<file path="src/rtl/cmd_ctrl_p.sv">
// cmd_ctrl_p: UART command controller with frame assembly, execute
// handshake, busy-gated response streaming, timeouts and status.
// Ports:
//   clk, nRst            clock, async active-low reset
//   rx_data/rx_valid     received byte strobe; rx_get accepts it in LOAD
//   cmd_addr/opcode/payload  last completed frame (byte0, byte1, rest)
//   exec_start/exec_done execute pulse out, completion strobe in
//   sel/resp_data        result byte index out, selected result byte in
//   tx_data/tx_send      transmit byte and one-cycle request
//   tx_busy              transmitter busy
//   status               last outcome (AA reset, 00 ok, E1 rx, E2 exec)
//   idle                 LOAD with no partial frame
module cmd_ctrl_p #(
    parameter int FRAME_BYTES  = 6,
    parameter int RESP_BYTES   = 16,
    parameter int SEL_W        = 4,
    parameter int RX_TIMEOUT   = 1000000,
    parameter int EXEC_TIMEOUT = 4096
) (
    input  logic                        clk,
    input  logic                        nRst,
    input  logic [7:0]                  rx_data,
    input  logic                        rx_valid,
    output logic                        rx_get,
    output logic [7:0]                  cmd_addr,
    output logic [7:0]                  cmd_opcode,
    output logic [8*(FRAME_BYTES-2)-1:0] cmd_payload,
    output logic                        exec_start,
    input  logic                        exec_done,
    output logic [SEL_W-1:0]            sel,
    input  logic [7:0]                  resp_data,
    output logic [7:0]                  tx_data,
    output logic                        tx_send,
    input  logic                        tx_busy,
    output logic [7:0]                  status,
    output logic                        idle
);

    localparam int CNT_W = (FRAME_BYTES > 2) ? $clog2(FRAME_BYTES) : 1;
    localparam int RT_W  = $clog2(RX_TIMEOUT + 1);
    localparam int ET_W  = $clog2(EXEC_TIMEOUT + 1);
    localparam int BUF_W = 8 * (FRAME_BYTES - 1);

    typedef enum logic [1:0] {
        LOAD      = 2'd0,
        EXEC      = 2'd1,
        RESP_SEND = 2'd2,
        RESP_GAP  = 2'd3
    } state_e;

    state_e                       state_q;
    logic [CNT_W-1:0]             cnt_q;
    logic [RT_W-1:0]              rt_q;
    logic [ET_W-1:0]              et_q;
    logic [BUF_W-1:0]             buf_q;
    logic [7:0]                   addr_q;
    logic [7:0]                   opcode_q;
    logic [8*(FRAME_BYTES-2)-1:0] payload_q;
    logic                         start_q;
    logic [SEL_W-1:0]             sel_q;
    logic [7:0]                   txd_q;
    logic                         send_q;
    logic [7:0]                   status_q;

    // Completed frame: buffered bytes plus the byte arriving now on top.
    logic [8*FRAME_BYTES-1:0] frame_d;
    logic                     last_byte;

    always_comb begin
        frame_d   = {rx_data, buf_q};
        last_byte = (cnt_q == CNT_W'(FRAME_BYTES - 1));
    end

    always_ff @(posedge clk or negedge nRst) begin
        if (!nRst) begin
            state_q   <= LOAD;
            cnt_q     <= '0;
            rt_q      <= '0;
            et_q      <= '0;
            buf_q     <= '0;
            addr_q    <= '0;
            opcode_q  <= '0;
            payload_q <= '0;
            start_q   <= 1'b0;
            sel_q     <= '0;
            txd_q     <= '0;
            send_q    <= 1'b0;
            status_q  <= 8'hAA;
        end else begin
            start_q <= 1'b0;
            send_q  <= 1'b0;
            unique case (state_q)
                LOAD: begin
                    if (rx_valid) begin
                        rt_q <= '0;
                        if (last_byte) begin
                            addr_q    <= frame_d[7:0];
                            opcode_q  <= frame_d[15:8];
                            payload_q <= frame_d[8*FRAME_BYTES-1:16];
                            cnt_q     <= '0;
                            et_q      <= '0;
                            start_q   <= 1'b1;
                            state_q   <= EXEC;
                        end else begin
                            for (int i = 0; i < FRAME_BYTES - 1; i++) begin
                                if (cnt_q == CNT_W'(i)) begin
                                    buf_q[8*i +: 8] <= rx_data;
                                end
                            end
                            cnt_q <= cnt_q + CNT_W'(1);
                        end
                    end else if (cnt_q != '0) begin
                        // Stalled partial frame: drop it once the gap expires.
                        if (rt_q >= RT_W'(RX_TIMEOUT - 1)) begin
                            cnt_q    <= '0;
                            rt_q     <= '0;
                            status_q <= 8'hE1;
                        end else begin
                            rt_q <= rt_q + RT_W'(1);
                        end
                    end
                end
                EXEC: begin
                    if (exec_done) begin
                        if (opcode_q[7]) begin
                            status_q <= 8'h00;
                            state_q  <= LOAD;
                        end else begin
                            sel_q   <= '0;
                            state_q <= RESP_SEND;
                        end
                    end else if (et_q >= ET_W'(EXEC_TIMEOUT - 1)) begin
                        status_q <= 8'hE2;
                        state_q  <= LOAD;
                    end else begin
                        et_q <= et_q + ET_W'(1);
                    end
                end
                RESP_SEND: begin
                    if (!tx_busy) begin
                        txd_q   <= resp_data;
                        send_q  <= 1'b1;
                        state_q <= RESP_GAP;
                    end
                end
                RESP_GAP: begin
                    // One dead cycle so tx_busy has risen before resampling.
                    if (sel_q >= SEL_W'(RESP_BYTES - 1)) begin
                        sel_q    <= '0;
                        status_q <= 8'h00;
                        state_q  <= LOAD;
                    end else begin
                        sel_q   <= sel_q + SEL_W'(1);
                        state_q <= RESP_SEND;
                    end
                end
                default: state_q <= LOAD;
            endcase
        end
    end

    assign rx_get      = rx_valid && (state_q == LOAD);
    assign cmd_addr    = addr_q;
    assign cmd_opcode  = opcode_q;
    assign cmd_payload = payload_q;
    assign exec_start  = start_q;
    assign sel         = sel_q;
    assign tx_data     = txd_q;
    assign tx_send     = send_q;
    assign status      = status_q;
    assign idle        = (state_q == LOAD) && (cnt_q == '0);

endmodule

</file>
<file path="config.mk">
export PLATFORM = sky130hd
export DESIGN_NAME = cmd_ctrl_p
export DESIGN_NICKNAME = d
export VERILOG_FILES = /design/src/rtl/cmd_ctrl_p.sv
export SDC_FILE = /design/constraint.sdc
export NUM_CORES = 1
export LEC_CHECK = 0
export ABC_AREA = 0
export CAP_MARGIN = 0
export CORE_ASPECT_RATIO = 2
export CORE_MARGIN = 2
export CORE_UTILIZATION = 39
export DETAILED_ROUTE_END_ITERATION = 16
export MAX_ROUTING_LAYER = met4
export PLACE_DENSITY = 0.74
export SKIP_CTS_REPAIR_TIMING = 1
export SYNTH_ARGS = -nofsm -noshare
export SYNTH_HDL_FRONTEND = slang
export SYNTH_SLANG_ARGS = --single-unit
</file>
<file path="constraint.sdc">
create_clock -name clk -period 2.01 [get_ports clk]
set_clock_uncertainty 0.1 [all_clocks]
set_input_delay 0.603 -clock clk [delete_from_list [all_inputs] [get_ports clk]]
set_output_delay 0.603 -clock clk [all_outputs]
set_load 0.1 [all_outputs]
</file>
---- Word-level counts from Yosys, hierarchy flattened ----
Index checks and enable logic that the tools add are counted.
operators by class
  add/subtract/negate cells ............... 4
  $lt $le $gt $ge ......................... 3
  equal/unequal tests ..................... 21
  muxes and demuxes ....................... 37
  bitwise logic cells ..................... 2
  reduce and logical (&&, ||, !) cells .... 23
operator list
  cell                                                                     number
  20-bit 2-to-1 mux                                                        3
  8-bit 2-to-1 mux                                                         7
  13-bit 2-to-1 mux                                                        4
  13-bit case mux with 2 select lines                                      1
  8-bit case mux with 3 select lines                                       1
  4-bit AND reduction                                                      6
  2-bit != test, second input constant                                     11
  20-bit by 1-bit adder with 20-bit output, second input constant          1
  20-bit >= comparator, second input constant                              1
  2-bit 2-to-1 mux                                                         7
  13-bit by 1-bit adder with 13-bit output, second input constant          1
  13-bit by 12-bit >= comparator with 1-bit output, second input constant  1
  3-bit 2-to-1 mux                                                         4
  4-bit 2-to-1 mux                                                         3
  3-bit AND reduction                                                      3
  2-bit case mux with 4 select lines                                       1
  4-bit case mux with 2 select lines                                       1
  2-bit nonzero test                                                       4
  7-bit AND reduction                                                      1
  3-bit by 2-bit equality test with 1-bit output, second input constant    2
  3-bit equality test, second input constant                               2
  3-bit != test, second input constant                                     2
  3-bit nonzero test                                                       2
  1-bit 2-to-1 mux                                                         5
  12 further kinds                                                         16
storage, ports and cells
  bits in registers ....................... 148
  output and inout port bits .............. 72

---- Logic depth before layout (Yosys ltp) ----
Gate-level depths: netlist (run 1).
  depth after elaboration ................. 5
  depth in mapped cells ................... 8

---- Worst setup path before layout (run 1) ----
OpenSTA, ideal clock, no wires.
  kind .................................... flip-flop to output port
  start point ............................. register cnt_q[0]
  end point ............................... output port idle
  arrival time ............................ 2.165 ns
  data required time ...................... 1.307 ns
  slack ................................... -0.858 ns
  stages on the path, launching flop included .. 4
  path buffers ............................ 1
  cell sequence ........................... dfrtp_1 -> clkbuf_1 -> nor3_1 -> nor2b_1
on the way
  cells in the longest elaborated chain, start to end .. 2
RTL lines
  element                 RTL line  source
  start, declared         52        logic [CNT_W-1:0] cnt_q;
  start signal, assigned  110       cnt_q <= cnt_q + CNT_W'(1);
  3-bit logical NOT       171       assign idle = (state_q == LOAD) && (cnt_q == '0);
  1-bit logical AND       171
  end, declared           36        output logic idle
No other way between the ends.

---- Worst setup path in the final report (run 1) ----
  start point ............................. register state_q[1]
  end point ............................... output port rx_get
on the way
  cells in the longest elaborated chain, start to end .. 2
RTL lines
  element                 RTL line  source
  start, declared         51        state_e state_q;
  start signal, assigned  76        state_q <= LOAD;
  start signal, assigned  103       state_q <= EXEC;
  start signal, assigned  127       state_q <= LOAD;
  2-bit logical NOT       162       assign rx_get = rx_valid && (state_q == LOAD);
  1-bit logical AND       162
  end, declared           24        output logic rx_get,
No other way between the ends.

==> metrics, run 1 <==
final count of hold timing violations=0; final setup vio count=73; # port buffers=90; Core Region=15,600 sq um; Setup CP Type=register to primary output; most common flop cell mapped by yosys=dfrtp_1; layout cell share with drive strength beyond 1=a little under half; Cell Area, Synth=6170 sq um; ys async rst share=between 90% and 100%; sequential share of power=28.9%; H-Tree Depth=4; Max Fclk=416 MHz; Synth cell types=between 50 and 60; CP Capture Type=primary output; final period utilization=120%; clock share of power=approximately 18%; vias in the first global route=4,657; fin cells=840; DR pass1 iterations=4; final core utilization=60.6%; FP Rows=65; root cell of the clock tree=clkbuf_16; P_int=about 9400 uW; Max Cap Viol=0; Gate power share=about 53%; CP Max Fanout=6; Final nets=about 650; Total GRT Usage=between 10% and 20%; initial core utilization=about 40%; Final Max Slew Viols=0; most common cell in the netlist=dfrtp_1; status=finished with violations; peak supply drop=around 1.4 mV; vias post-DR=between 4,000 and 5,000; synth cell count leaders=142 x dfrtp_1, 86 x mux2_2, 28 x nor2_1, 24 x o21ai_0, 19 x nand2_1; Die Span Y=approximately 180 um; P_leak=around 0.0043 uW; post-synthesis register bit count=145; unrepaired setup endpoints after global routing=true; Wirelength per Cell=about 18 um; synth warn=0; dpl ws=-0.684 ns; final RePlAce weighted congestion=0.851; first-iteration detailed-routing DRC count=178; CTS buffer count=17; violated checks=setup timing; Post-synth EDFFs=0; Detailed Place HPWL=9.88 mm; Period minus WS final=between 2 and 2.5 ns; first-pass GRT wire length=23.7 mm; Hold Path Class=input port to asynchronous set/reset pin; Setup WS post-layout=-0.395 ns; synth top area cells=dfrtp_1 58%, mux2_2 16%, o21ai_0 1.9%; Reg clk slew, reported paths=0.06 ns; Min Hold Slack=between 0.01 and 0.015 ns; synthesis-to-layout area growth=53.4%; clock sink count=between 100 and 150; Total Routed Length=15.2 mm; clock buffer depth=2; diode count=0; clk_lat worst skew=0.42 ns; Synth area leader=dfrtp_1; Via-to-Cell Ratio=5.26; Antenna Nets Post-Route=0; Critical Path Source Type=register; top cell type's share of synthesized area=between 50% and 60%; Die ar.=16,900 sq um; Fill cells=1,170; Mean Syn Cell Area=13.0 sq um; I/O pins=93; Die Wd=92.9 um; GRT overflow=0; power density of the placed cells=1800 nW/um^2; Post-Synthesis Cells=around 480; sequential area share after synthesis=58.9%; net switching power figure=about 7600 uW; Switching Share=44.7%; CTS tree=yes; DP Cell Count=about 800; WP data arrival=around 1.7 ns; DRC errors left=0; initial antenna violation count=0; WP data required=between 1 and 1.5 ns; largest net degree at the start of global routing=45
==> kinds of logic after synthesis <==
| group | count (synthesis) | share of synthesized area [%] |
|---|---|---|
| buffers and inverters | 29 | 2.43 |
| adders and majority gates | 4 | 0.811 |
| and+or+nand+nor | 125 | 10.8 |
| DFF | 145 | 58.9 |
| xor gates and xnor gates | 10 | 1.42 |
| AOI/OAI and AO/OA | 65 | 7.42 |
| other | 1 | 0.0608 |
| muxes | 97 | 18.2 |
==> power groups by stage <==
stage | logic (uW) | clock network (uW) | registers, uW
2_1_floorplan | 2000 | 0 | 8130
6_report | 9080 | 3060 | 4930
3_5_place_dp | 8690 | 0 | 4920
3_3_place_gp | 8560 | 0 | 4850
4_1_cts | 8710 | 3100 | 4870
5_1_grt | 9430 | 3240 | 5060
==> metrics by stage <==
stage	instance area, sq um	setup TNS, ns	power, uW
2_1_floorplan	6280	-13.77	10100
3_3_place_gp	8440	-77.68	13400
3_5_place_dp	8440	-80.65	13600
4_1_cts	9020	-24.91	16700
5_1_grt	9460	-12.72	17700
6_report	9460	-8.86	17100
==> area by class of cell <==
type                    count  area (sq um)  area share (%)
well taps                 201           251            2.66
repair buffers            152          2270            24.0
clock buffers              17           425            4.49
flip-flops and latches    145          3640            38.4
inverters                   7          30.0           0.317
multi-input cells         303          2700            28.5
clock inverters            15           149            1.57
==> cells in the final DEF, fill, tap and decap left out, types with 3 or more instances in the layout <==
master	Yosys	routed
a22o_1	7	7
a31oi_1	4	4
and3_1	10	10
buf_12	0	77
buf_4	4	45
buf_6	2	5
clkbuf_16	0	21
clkdlybuf4s50_1	0	18
clkinv_4	0	4
clkinvlp_4	0	3
dfrtp_1	142	139
dfrtp_2	0	3
dfstp_2	3	3
ha_1	4	4
inv_1	7	6
inv_6	0	6
mux2_2	86	41
mux2_4	8	55
nand2_1	19	18
nand2b_1	5	5
nand3_1	18	16
nand3b_1	4	4
nand4_1	5	5
nor2_1	28	25
nor2b_1	11	9
nor3_1	8	3
nor3_2	0	5
o21a_1	4	4
o21ai_0	24	10
o21ai_1	0	14
o31ai_1	7	7
xor2_1	9	9
==> critical path, stage by stage (launching register included) <==
cell and delay (ns):
dfrtp_2 0.44, or3b_4 0.42, buf_12 0.14, clkinvlp_4 0.10, buf_12 0.18
==> flip-flops by register name, summed over array words and instances, names as in the netlist <==
signal / count
state_q: 2
buf_q: 40
cmd_payload: 32
rt_q: 20
cnt_q: 3
status: 5
cmd_addr: 8
sel: 4
et_q: 13
cmd_opcode: 8
tx_send: 1
exec_start: 1
tx_data: 8
==> layer usage <==
layer  wire length, um  track usage (%)  vias to the layer above
met2              8040             29.6                      102
met4               155             4.53                        0
li1                  -                -                     2023
met3               597             4.94                       20
met5                 0                -                        -
met1              6380             22.8                     2274
==> final timing paths <==
path                                        startpoint                         end  slack, ns  cells past startpoint
worst min register to register     et_q[4]$_DFFE_PN0P_         et_q[4]$_DFFE_PN0P_       0.40                      1
min in group clk                   et_q[4]$_DFFE_PN0P_         et_q[4]$_DFFE_PN0P_       0.40                      1
max in group asynchronous                         nRst  cmd_payload[0]$_DFFE_PN0P_       1.22                      2
worst max register to register  state_q[1]$_DFFE_PN0P_        et_q[10]$_DFFE_PN0P_      -0.16                      9
worst max-delay path            state_q[1]$_DFFE_PN0P_                      rx_get      -0.40                      4
worst min-delay path                              nRst        et_q[11]$_DFFE_PN0P_       0.01                      1
Note: power is estimated with default switching activity, not from simulation.
==> run 2, diff against run 1 <==
--- a/config.mk
+++ b/config.mk
@@ -14,6 +14,7 @@
 export MAX_ROUTING_LAYER = met4
 export PLACE_DENSITY = 0.74
 export SKIP_CTS_REPAIR_TIMING = 1
+export SLEW_MARGIN = 5
 export SYNTH_ARGS = -nofsm -noshare
 export SYNTH_HDL_FRONTEND = slang
 export SYNTH_SLANG_ARGS = --single-unit
==> results of run 2 <==
Final layout, timing and power as in run 1 (identical DEF).
